<file path="config.mk">
export PLATFORM = sky130hd
export DESIGN_NAME = ifu_fetch
export DESIGN_NICKNAME = d
export VERILOG_FILES = /design/src/rtl/ifu_fetch.sv
export SDC_FILE = /design/constraint.sdc
export NUM_CORES = 1
export LEC_CHECK = 0
export CAP_MARGIN = 10
export CELL_PAD_IN_SITES_DETAIL_PLACEMENT = 1
export CELL_PAD_IN_SITES_GLOBAL_PLACEMENT = 1
export CORE_MARGIN = 1.5
export CORE_UTILIZATION = 36
export DETAILED_ROUTE_END_ITERATION = 10
export HOLD_SLACK_MARGIN = 0.15
export PLACE_DENSITY = 0.74
export REMOVE_ABC_BUFFERS = 1
export SKIP_LAST_GASP = 1
export SLEW_MARGIN = 30
export SYNTH_ARGS = -nofsm -noshare
export SYNTH_HDL_FRONTEND = slang
export SYNTH_SLANG_ARGS = --single-unit
</file>
<file path="constraint.sdc">
create_clock -name clk -period 6.7 [get_ports clk]
set_input_delay 1.675 -clock clk [delete_from_list [all_inputs] [get_ports clk]]
set_output_delay 1.675 -clock clk [all_outputs]
set_load 0.005 [all_outputs]
</file>
<file path="src/rtl/ifu_fetch.sv">
// ifu_fetch: instruction fetch unit, transmitting end of the IFU->IDU handshake.
// Reads 64-bit words from a synchronous SRAM (1-cycle latency) starting at a
// programmed PC and buffers them in a 2-entry FIFO toward IDU. It pre-decodes
// WFI, stops fetching after it, and halts until the next start pulse.
// Optional feature macro: IFU_PERF_CNT_EN (instruction transfer counter).
// Without it, ifu_ins_cnt is tied to zero.

`ifndef OP_RNG
`define OP_RNG 6:0
`endif
`ifndef WFI_OP_CODE
`define WFI_OP_CODE 7'b1110011
`endif

module ifu_fetch #(
   parameter int AW = 10
) (
   input  logic          clk,
   input  logic          rst_n,
   input  logic          start,
   input  logic [AW-1:0] start_pc,
   output logic          ifu_imem_en,
   output logic [AW-1:0] ifu_imem_addr,
   input  logic [63:0]   imem_ifu_data,
   output logic          ifu_idu_vld,
   output logic [63:0]   ifu_idu_ins,
   input  logic          idu_ifu_rdy,
   input  logic          idu_ifu_wfi,
   output logic          ifu_busy,
   output logic          ifu_halt,
   output logic [31:0]   ifu_ins_cnt
);

   localparam logic [1:0] ST_IDLE  = 2'd0;
   localparam logic [1:0] ST_FETCH = 2'd1;
   localparam logic [1:0] ST_DRAIN = 2'd2;
   localparam logic [1:0] ST_HALT  = 2'd3;

   localparam logic [AW-1:0] PC_ONE = {{(AW-1){1'b0}}, 1'b1};

   logic [1:0]        state_r, state_nxt_s;
   logic [AW-1:0]     pc_r, pc_nxt_s;
   logic [AW-1:0]     rd_addr_r;
   logic              rd_pend_r;
   logic [1:0][63:0]  fifo_mem_r;
   logic              wr_ptr_r, rd_ptr_r;
   logic [1:0]        fifo_cnt_r, fifo_cnt_nxt_s;
   logic              pop_s, push_s, rsp_wfi_s, issue_s, start_ok_s;
   logic [2:0]        credit_s;

   // Pre-decode: does this word carry the WFI opcode?
   function automatic logic is_wfi(input logic [63:0] ins);
      return (ins[`OP_RNG] == `WFI_OP_CODE);
   endfunction

   // Handshake, response acceptance and read-credit decode
   always_comb begin
      pop_s          = (fifo_cnt_r != 2'd0) & idu_ifu_rdy;
      // Responses are only kept in FETCH; in DRAIN the read issued alongside
      // the returning WFI is dropped so nothing past the WFI reaches IDU.
      push_s         = rd_pend_r & (state_r == ST_FETCH);
      rsp_wfi_s      = push_s & is_wfi(imem_ifu_data);
      // A read may only go out if its result is guaranteed a FIFO slot next cycle.
      credit_s       = {1'b0, fifo_cnt_r} + {2'b00, rd_pend_r} - {2'b00, pop_s};
      issue_s        = (state_r == ST_FETCH) & (credit_s < 3'd2);
      start_ok_s     = start & ~idu_ifu_wfi & ((state_r == ST_IDLE) | (state_r == ST_HALT));
      fifo_cnt_nxt_s = fifo_cnt_r + {1'b0, push_s} - {1'b0, pop_s};
   end

   // Next-state selection for the fetch control FSM
   always_comb begin
      state_nxt_s = state_r;
      case (state_r)
         ST_IDLE, ST_HALT: begin
            if (start_ok_s) state_nxt_s = ST_FETCH;
            else            state_nxt_s = state_r;
         end
         ST_FETCH: begin
            if (rsp_wfi_s) state_nxt_s = ST_DRAIN;
            else           state_nxt_s = ST_FETCH;
         end
         ST_DRAIN: begin
            if (fifo_cnt_nxt_s == 2'd0) state_nxt_s = ST_HALT;
            else                        state_nxt_s = ST_DRAIN;
         end
         default: state_nxt_s = ST_IDLE;
      endcase
   end

   // Next PC: load on start, rewind past a returning WFI, else step per read
   always_comb begin
      pc_nxt_s = pc_r;
      if (start_ok_s)     pc_nxt_s = start_pc;
      else if (rsp_wfi_s) pc_nxt_s = rd_addr_r + PC_ONE;
      else if (issue_s)   pc_nxt_s = pc_r + PC_ONE;
      else                pc_nxt_s = pc_r;
   end

   // Control state, PC and outstanding-read tracking
   always_ff @(posedge clk or negedge rst_n) begin
      if (!rst_n) begin
         state_r   <= ST_IDLE;
         pc_r      <= {AW{1'b0}};
         rd_addr_r <= {AW{1'b0}};
         rd_pend_r <= 1'b0;
      end else begin
         state_r   <= state_nxt_s;
         pc_r      <= pc_nxt_s;
         rd_pend_r <= issue_s;
         if (issue_s) rd_addr_r <= pc_r;
         else         rd_addr_r <= rd_addr_r;
      end
   end

   // Two-entry instruction FIFO; the head entry is untouched while stalled
   always_ff @(posedge clk or negedge rst_n) begin
      if (!rst_n) begin
         fifo_mem_r <= {2{64'd0}};
         wr_ptr_r   <= 1'b0;
         rd_ptr_r   <= 1'b0;
         fifo_cnt_r <= 2'd0;
      end else begin
         if (push_s) begin
            fifo_mem_r[wr_ptr_r] <= imem_ifu_data;
            wr_ptr_r             <= ~wr_ptr_r;
         end
         if (pop_s) rd_ptr_r <= ~rd_ptr_r;
         fifo_cnt_r <= fifo_cnt_nxt_s;
      end
   end

`ifdef IFU_PERF_CNT_EN
   logic [31:0] ins_cnt_r;

   // Count IDU transfers since reset or the last accepted start
   always_ff @(posedge clk or negedge rst_n) begin
      if (!rst_n)          ins_cnt_r <= 32'd0;
      else if (start_ok_s) ins_cnt_r <= 32'd0;
      else if (pop_s)      ins_cnt_r <= ins_cnt_r + 32'd1;
      else                 ins_cnt_r <= ins_cnt_r;
   end

   assign ifu_ins_cnt = ins_cnt_r;
`else
   assign ifu_ins_cnt = 32'd0;
`endif

   assign ifu_imem_en   = issue_s;
   assign ifu_imem_addr = pc_r;
   assign ifu_idu_vld   = (fifo_cnt_r != 2'd0);
   assign ifu_idu_ins   = fifo_mem_r[rd_ptr_r];
   assign ifu_busy      = (state_r == ST_FETCH) | (state_r == ST_DRAIN);
   assign ifu_halt      = (state_r == ST_HALT);

endmodule

</file>
==> metrics.txt <==
clock slew at reported path FFs 80 ps; synth-to-layout area growth 29.34%; setup_tns 0 ps; largest net degree at the start of global routing 106; CTS Sinks 155; filler cell count 2,086; PortBufs 156; post-DR vias/cell 4.890; Wirelength per Cell 18.36 um; IO Pins 189; post-route antenna net violation count 0; most common cell after layout, fill and taps aside clkdlybuf4s50_1; clock skew after layout 12.34 ps; Final setup viols 0; Die Area 21,980 um^2; clock root cell clkbuf_16; CTS tree yes; CTS Buf Count 17; nets 797; Rel. slew slack 41.98%; CP Max Fanout 16; die height 148.2 um; site row count 52; Max-Cap Viols 0; Setup Buffers After CTS 0; commonest non-fill, non-tap cells in the layout clkdlybuf4s50_1 (155), dfrtp_1 (154), mux2_2 (143); HPWL after DPL 12.30 mm; final hold vios 0; layout cell share with drive strength beyond 1 32.97%; GPL Wtd Cong 0.7957; # DRC 0; warning count from the yosys run 0; Post-synth EDFFs 0; Mapped Area 7595 um^2; status complete, no violations; arrival time of the worst setup path 4390 ps; Worst Tran Pin Value 870.2 ps; critical path type primary input to output port; Distinct cells, synth 50; gr ovfl total 0; CTS H-Tree Depth 4; sequential share of the synthesized area 51.07%; initial drt markers 124; cts hold-fix bufs 0; Power, Total 5.168 mW; Cells on Worst Hold Path 1; post-layout minimum cycle time 6063 ps; P_leak 4.288 nW; Crit. End Element output port; Starting Density 37.06%; DR vias 4,866; max frequency 164.9 MHz; Critical Path Start Type primary input; RSZ-0062 raised after global routing no; CTS max path bufs 2; Yosys top cell by area dfrtp_1; WP data required 5030 ps; FF-to-FF path depth 12; die width 148.2 um; antenna violations before repair 0; vias in the first global route 5,637; Peak supply drop 0.1936 mV; Worst-Skew Late Latency 430 ps; syn avg cell area 13.54 um^2; asr flop ratio synth 100.0%; Post-Syn Instances 561; final slew viol count 0; pwr/cell area 526.1 nW/um^2; #FFs+latches synth 155; Core Box Area 20,490 um^2; largest cells by area after synthesis dfrtp_1 (51%), mux2_2 (21%), mux2_4 (9.7%); Routed WL 18.27 mm; DR pass1 iterations 4; cts repair resizes 0; first-pass GRT wire length 30.18 mm; Tot GR Track Use 17.66%; # diodes 0; post-layout util 47.93%; Hold WC Path Type flip-flop to flip-flop; Tcrit/Tclk final 90.49%; share of the synthesized area in the top cell type 51.07%; prevailing post-synth register cell dfrtp_1
[critical path: stages]
cell,delay [ps]
clkdlybuf4s50_1,520
nand2_1,70
nor2_1,170
o21ai_0,140
fa_1,430
xnor2_2,270
nand2_2,240
inv_2,300
clkdlybuf4s50_1,570
[power by group]
group          switching (mW)  internal [mW]
clock                   0.461          0.503
combinational           0.874           1.57
sequential              0.337           1.42
[worst paths after layout]
check | start | to | slack, ps
setup / recovery | idu_ifu_rdy | ifu_imem_en | 640
hold / removal | fifo_mem_r[99] | fifo_mem_r[99] | 500
setup reg to reg | state_r[1] | ifu_imem_addr[8] | 3620
hold reg to reg | fifo_mem_r[99] | fifo_mem_r[99] | 500
max in group asynchronous | rst_n | fifo_mem_r[39] | 4100
min in group asynchronous | rst_n | fifo_mem_r[95] | 1360
[area by class of cell]
class / instances / area [um^2] / area share (%)
sequential: 155 / 3880 / 39.50
clock buffer: 17 / 425.4 / 4.331
timing repair buffer: 160 / 1608 / 16.37
clock inverter: 15 / 163.9 / 1.669
multi-input combinational: 371 / 3382 / 34.43
inverter: 7 / 26.28 / 0.2675
tap: 270 / 337.8 / 3.439
[through the flow]
| step | cells | hold slack [ps] | worst slack (ps) | area, um^2 |
|---|---|---|---|---|
| floorplan | 533 | 460.3 | 1996 | 7272 |
| global placement | 962 | 481.0 | 701.7 | 9211 |
| detailed placement | 963 | 489.7 | 632.1 | 9231 |
| CTS | 995 | 506.9 | 617.4 | 9821 |
| global route | 995 | 522.6 | 419.1 | 9823 |
| finish | 995 | 501.4 | 637.3 | 9823 |
[routing by layer]
layer / track usage, % / wire [um]
met1: 20.37 / 7441
met2: 31.14 / 9543
met3: 5.491 / 1069
met4: 5.792 / 214
met5: 0 / 0
[Yosys cell counts, types with 2 or more instances]
master,instances
nand2_1,41
and2_1,4
nor2_1,10
nor3_1,2
clkbuf_1,3
and4_1,2
dfrtp_1,155
buf_2,15
buf_6,2
and3_1,2
buf_8,5
a21oi_1,7
nor2b_1,3
xnor2_1,12
nand3_1,9
inv_1,6
mux2_4,49
buf_4,34
o31a_1,2
nand2_2,2
o21ai_0,13
ha_1,5
xor2_1,5
nand4_1,5
mux2_2,143
[kinds of logic (layout without fill, tap and decap cells)]
family,count (synthesis),in the layout,share of synthesized area [%]
xor gates and xnor gates,18,18,2.175
other,1,32,0.04938
adders and majority gates,6,6,1.087
muxes,193,193,31.02
buffers and inverters,66,199,6.128
DFF,155,155,51.07
and+or+nand+nor,87,87,5.503
AOI/OAI and AO/OA,35,35,2.966
[sequential cells by signal, indices dropped and copies added (netlist names)]
signal and count:
fifo_mem_r 128, ifu_imem_addr 10, rd_addr_r 10, fifo_cnt_r 2, state_r 2, rd_pend_r 1
rd_ptr_r 1, wr_ptr_r 1
Power figures use the tool's default switching activity.
